[src/rtl/fpu_pkg.sv]
// Shared FPU constants and float field layout, common to fadd and ftoi_pipe.
package fpu_pkg;

  localparam int EXP_W       = 8;
  localparam int FRAC_W      = 23;
  localparam int EXP_BIAS    = 127;
  localparam int EXP_INT_MAX = 158;
  localparam int EXP_NOSHIFT = 150;

  localparam logic [31:0] INT_POS_SAT = 32'h7FFF_FFFF;
  localparam logic [31:0] INT_NEG_SAT = 32'h8000_0000;

  localparam int RND_RNE = 0;
  localparam int RND_RTZ = 1;

  typedef struct packed {
    logic              sign;
    logic [EXP_W-1:0]  exp;
    logic [FRAC_W-1:0] frac;
  } float_t;

  // Stage-1 result: significand plus precomputed shift and classification
  typedef struct packed {
    logic              sign;
    logic [FRAC_W:0]   sig;
    logic              shl;
    logic [2:0]        lsh;
    logic [7:0]        rsh;
    logic              ovf;
    logic              neg_min;
  } unpack_t;

endpackage

[src/rtl/ftoi_round.sv]
// Combinational shift-and-round: denormalises the significand into a 31-bit magnitude.
module ftoi_round
  import fpu_pkg::*;
#(
  parameter int ROUND_MODE = RND_RNE
) (
  input  logic [FRAC_W:0] sig,
  input  logic            shl,
  input  logic [2:0]      lsh,
  input  logic [7:0]      rsh,
  output logic [30:0]     mag
);

  logic [47:0] ext_s;
  logic [30:0] trunc_s;
  logic        guard_s;
  logic        sticky_s;
  logic        inc_s;

  // Shift into integer position, keep guard and sticky, then round
  always_comb begin
    ext_s    = 48'd0;
    trunc_s  = 31'd0;
    guard_s  = 1'b0;
    sticky_s = 1'b0;
    inc_s    = 1'b0;
    if (shl) begin
      trunc_s = {7'd0, sig} << lsh;
    end else if (rsh > 8'd24) begin
      // Below 0.5: every bit is lost, only stickiness survives
      sticky_s = |sig;
    end else begin
      ext_s    = {sig, 24'd0} >> rsh;
      trunc_s  = {7'd0, ext_s[47:24]};
      guard_s  = ext_s[23];
      sticky_s = |ext_s[22:0];
    end
    if (ROUND_MODE == RND_RNE) begin
      inc_s = guard_s && (sticky_s || trunc_s[0]);
    end else begin
      inc_s = 1'b0;
    end
    mag = trunc_s + {30'd0, inc_s};
  end

endmodule

[src/rtl/ftoi_pipe.sv]
// Three-stage float-to-int32 converter with valid/ready stream and whole-pipe stall.
module ftoi_pipe
  import fpu_pkg::*;
#(
  parameter int ROUND_MODE = RND_RNE
) (
  input  logic        clk,
  input  logic        rst,
  input  logic        in_valid,
  output logic        in_ready,
  input  logic [31:0] in_data,
  output logic        out_valid,
  input  logic        out_ready,
  output logic [31:0] out_data,
  output logic        out_ovf
);

  float_t      flt_s;
  unpack_t     unpack_s;
  unpack_t     u1_r;
  logic        v1_r;
  logic        v2_r;
  logic        s2_r;
  logic        ovf2_r;
  logic        min2_r;
  logic [30:0] mag2_r;
  logic [30:0] mag_s;
  logic [31:0] res_s;
  logic        stall_s;

  assign stall_s  = out_valid && !out_ready;
  assign in_ready = !stall_s;
  assign flt_s    = in_data;

  // Stage 1: unpack, classify and compute shift direction and amount
  always_comb begin
    unpack_s         = '0;
    unpack_s.sign    = flt_s.sign;
    unpack_s.sig     = (flt_s.exp == 8'd0) ? 24'd0 : {1'b1, flt_s.frac};
    unpack_s.neg_min = flt_s.sign && (flt_s.exp == 8'(EXP_INT_MAX)) && (flt_s.frac == 23'd0);
    unpack_s.ovf     = (flt_s.exp == 8'hFF) ||
                       ((flt_s.exp >= 8'(EXP_INT_MAX)) && !unpack_s.neg_min);
    if (flt_s.exp < 8'(EXP_NOSHIFT)) begin
      unpack_s.shl = 1'b0;
      unpack_s.rsh = 8'(EXP_NOSHIFT) - flt_s.exp;
      unpack_s.lsh = 3'd0;
    end else begin
      // Only exponents 150..157 reach the datapath; larger ones saturate
      unpack_s.shl = 1'b1;
      unpack_s.rsh = 8'd0;
      unpack_s.lsh = 3'(flt_s.exp - 8'(EXP_NOSHIFT));
    end
  end

  ftoi_round #(
    .ROUND_MODE (ROUND_MODE)
  ) u_round (
    .sig (u1_r.sig),
    .shl (u1_r.shl),
    .lsh (u1_r.lsh),
    .rsh (u1_r.rsh),
    .mag (mag_s)
  );

  // Stage 3: apply sign or saturate
  always_comb begin
    res_s = 32'd0;
    if (ovf2_r) begin
      res_s = s2_r ? INT_NEG_SAT : INT_POS_SAT;
    end else if (min2_r) begin
      res_s = INT_NEG_SAT;
    end else if (s2_r) begin
      res_s = 32'd0 - {1'b0, mag2_r};
    end else begin
      res_s = {1'b0, mag2_r};
    end
  end

  // Pipeline registers: all stages advance together unless the output is stalled
  always_ff @(posedge clk) begin
    if (rst) begin
      v1_r      <= 1'b0;
      u1_r      <= '0;
      v2_r      <= 1'b0;
      s2_r      <= 1'b0;
      ovf2_r    <= 1'b0;
      min2_r    <= 1'b0;
      mag2_r    <= 31'd0;
      out_valid <= 1'b0;
      out_data  <= 32'd0;
      out_ovf   <= 1'b0;
    end else if (!stall_s) begin
      v1_r      <= in_valid;
      u1_r      <= unpack_s;
      v2_r      <= v1_r;
      s2_r      <= u1_r.sign;
      ovf2_r    <= u1_r.ovf;
      min2_r    <= u1_r.neg_min;
      mag2_r    <= mag_s;
      out_valid <= v2_r;
      out_data  <= res_s;
      out_ovf   <= ovf2_r;
    end
  end

endmodule

[config.mk]
export PLATFORM = sky130hd
export DESIGN_NAME = ftoi_pipe
export DESIGN_NICKNAME = d
export VERILOG_FILES = /design/src/rtl/fpu_pkg.sv /design/src/rtl/ftoi_round.sv /design/src/rtl/ftoi_pipe.sv
export SDC_FILE = /design/constraint.sdc
export NUM_CORES = 1
export LEC_CHECK = 0
export CELL_PAD_IN_SITES_DETAIL_PLACEMENT = 2
export CELL_PAD_IN_SITES_GLOBAL_PLACEMENT = 2
export CORE_MARGIN = 10
export CORE_UTILIZATION = 32
export CTS_BUF_LIST = sky130_fd_sc_hd__clkbuf_4 sky130_fd_sc_hd__clkbuf_8 sky130_fd_sc_hd__clkbuf_16
export DETAILED_ROUTE_END_ITERATION = 8
export GPL_ROUTABILITY_DRIVEN = 0
export GPL_TIMING_DRIVEN = 0
export PLACE_DENSITY = 0.78
export SYNTH_ARGS = -nofsm -noshare
export SYNTH_HDL_FRONTEND = slang
export SYNTH_SLANG_ARGS = --single-unit
[constraint.sdc]
create_clock -name clk -period 3.4 [get_ports clk]
set_input_delay 0.51 -clock clk [delete_from_list [all_inputs] [get_ports clk]]
set_output_delay 0.51 -clock clk [all_outputs]
set_load 0.02 [all_outputs]
==> flow_summary.json <==
{
  "routedWlPerCell_um": 26.7,
  "cts_tree": "yes",
  "hold_class": "flip-flop to flip-flop",
  "row_count": 59,
  "peakVddDrop_mv": 0.216,
  "critical-path-slowest-cell": "dfxtp_2",
  "vias": 9601,
  "required_ns": 3.61,
  "finalClockSkew_ns": 0.0108,
  "drtIter0Drc": 787,
  "grt_pass1_wl_mm": 61.6,
  "avgSynthCellArea_um2": 7.79,
  "drv_cap": 0,
  "startpoint_type": "flip-flop",
  "grt_pass1_vias": 10100,
  "hold_violations": 0,
  "arrival_ns": 3.61,
  "path_cells": "buf_6 -> buf_4 -> buf_4 -> buf_6 -> clkbuf_2 -> nand2_1 -> o22ai_1 -> o21ai_0 -> nor3_1 -> nand3_1 -> a221oi_1 -> a21oi_1",
  "total_power_mw": 4.21,
  "synthArstFlopShare_pct": 0,
  "overflow": 0,
  "leakage_nw": 3.72,
  "nFillCells": 2948,
  "viasPerCell": 6.31,
  "cp-end-kind": "flip-flop",
  "crit_family": "buffers and inverters",
  "outcome": "finished clean",
  "wirelength_mm": 40.6,
  "crit_buf_inv": 5,
  "num_io_pins": 71,
  "ys_ff_latch": 109,
  "drive_above_1_share_pct": 19.0,
  "synth-edff-count": 0,
  "seq_area_um2": 2200,
  "timing.fmax_ghz": 0.294,
  "drtPass1Iterations": 5,
  "numCtsBuffers": 9,
  "fp.dieArea_um2": 33200,
  "slew_headroom_pct": 45.4,
  "cts_root_buf": "clkbuf_16",
  "cp_max_fo": 10,
  "area_growth_pct": 27.5,
  "dp_cells": 1484,
  "multi_input_area_um2": 6270,
  "slowest_delay_ns": 0.42,
  "design_area_um2": 10700,
  "final_max_slew_viol_count": 0,
  "synth.net_count": 1124,
  "cts_htree_levels": 3,
  "timing.final.crit_period_ns": 3.40,
  "ys_types": 76,
  "fin_crit_sh_pct": 99.9,
  "grt_max_degree": 17,
  "cts.sinks": 109,
  "die_h_um": 182,
  "worst_pin_slew_ns": 0.818,
  "post-route-drc-count": 0,
  "fp.dieW_um": 182,
  "critical_path_class": "flip-flop to flip-flop",
  "ys_warn_count": 0,
  "dp_hpwl_mm": 30.0,
  "diodes": 0,
  "grt_antenna_before_repair": 0,
  "setup_viol": 0,
  "numPortBuffers": 68,
  "grt.total_usage_pct": 23.2,
  "power_density_nw_per_um2": 392,
  "post-place-ws_ns": -0.843,
  "antenna_left": 0,
  "placed_area_um2": 9530,
  "syn_inst": 1081,
  "fin_hold_ws_ns": 0.458,
  "start_util_pct": 32.4,
  "worstSkewPairLatency_ns": 0.37,
  "cts_buffer_depth": 2,
  "core_area_um2": 26000,
  "seq_area_frac_synth_pct": 25.9,
  "rsz0062_at_grt": "true",
  "synth_ff_type": "dfxtp_1",
  "path_clk_slew_ns": 0.08,
  "nNetsFinal": 1226,
  "layout_setup_ws_ns": 0.00322,
  "stdcell_count": 1522,
  "syn-cell-area_um2": 8430
}
[synthesized netlist by cell type (20+ instances only)]
cell | count | area [um^2]
dfxtp_1 | 109 | 2180
a21oi_1 | 77 | 385
o22ai_1 | 21 | 131
or3_1 | 21 | 131
nand3_1 | 44 | 220
mux4_2 | 20 | 450
nand2_1 | 86 | 323
nor3_1 | 27 | 135
nor2_1 | 108 | 405
a22oi_1 | 31 | 233
clkbuf_1 | 69 | 259
mux2i_1 | 58 | 581
o21ai_0 | 66 | 330
o221ai_1 | 20 | 175
xnor2_1 | 29 | 254
[final timing paths]
check,startpoint,end,slack [ns],depth (start not counted)
worst max-delay path,u1_r[3]$_SDFFE_PP0N_,mag2_r[0]$_SDFFE_PP0N_,0.003,12
worst min register to register,min2_r$_SDFFE_PP0N_,min2_r$_SDFFE_PP0N_,0.46,2
worst max register to register,u1_r[3]$_SDFFE_PP0N_,mag2_r[0]$_SDFFE_PP0N_,0.003,12
worst min-delay path,min2_r$_SDFFE_PP0N_,min2_r$_SDFFE_PP0N_,0.46,2
[tightest hold or removal path: cells and delay by family (launching register included)]
| kind | cells | cell delay (ns) |
|---|---|---|
| flip-flops | 1 | 0.31 |
| AND/OR/NAND/NOR | 1 | 0.05 |
| AO/OA/AOI/OAI | 1 | 0.05 |
[metal layers]
layer / share of wire, % / track usage [%] / vias up
met2: 48 / 38.7 / 395
met4: 3.7 / 9.47 / 0
met3: 5.1 / 3.98 / 95
li1: - / - / 4273
met1: 43 / 28.9 / 4838
met5: 0 / 0 / -
[kinds of logic after synthesis]
family,after synthesis,share of synthesized area (%)
buf+inv,120,6.31
fa+ha+maj,7,1.04
mux,87,13.4
xor+xnor,40,4.16
flops,109,25.9
compound gates,330,26.3
simple gates,388,22.8
[sequential cells by signal, summed over array words and instances, names as in the netlist]
name,cells
mag2_r,31
min2_r,1
out_data,32
out_ovf,1
out_valid,1
ovf2_r,1
s2_r,1
u1_r,39
v1_r,1
v2_r,1
[metrics by stage]
stage	TNS, ns	util [%]
detailed placement	-13.29	36.7
floorplan	0	-
CTS	-0.0998	39.4
finish	0	41.3
global route	-0.302	41.3
global placement	-12.19	36.7
[layout by cell type (no fill, tap or decap), drive strengths merged, types with 6 or more instances in the layout]
master         instances
nand2                 86
a211oi                 8
a31oi                  7
nor2b                 13
dfxtp                109
o31ai                 12
nor2                 108
nand4                 15
nand2b                11
o21ai                 67
mux2                   9
mux4                  20
and2                   6
clkdlybuf4s50         68
clkbuf                76
a22oi                 31
mux2i                 58
ha                     7
xor2                  11
a21oi                 77
or3                   22
o211ai                10
nor3                  28
or2                    9
nand3                 44
or4                    7
nor4                  14
o22ai                 21
inv                   16
buf                   60
and3                   6
o41ai                  7
a211o                  9
o221ai                20
xnor2                 29
[where the power goes]
part           leakage (nW)  switching [mW]  internal [mW]
clock                 0.156           0.498          0.659
combinational          2.67           0.934          0.613
sequential            0.899           0.132           1.37
total                  3.72            1.56           2.65
[area by class of cell]
type / count / area share, %
buffer: 93 / 5.10
sequential: 109 / 20.5
inverter: 18 / 0.664
multi-input combinational: 852 / 58.4
clock buffer: 11 / 2.24
timing repair buffer: 100 / 8.57
tap: 335 / 3.90
clock inverter: 4 / 0.687
[repair_timing]
action                                  4_1_cts  5_1_grt
resized for setup                            76       95
endpoints found under the setup margin       26       22
pin swaps                                     6       20
hold endpoints to repair                      0        0
hold buffers                                  0        0
buffers inserted                             12       20
(Power assumes the default switching activity.)
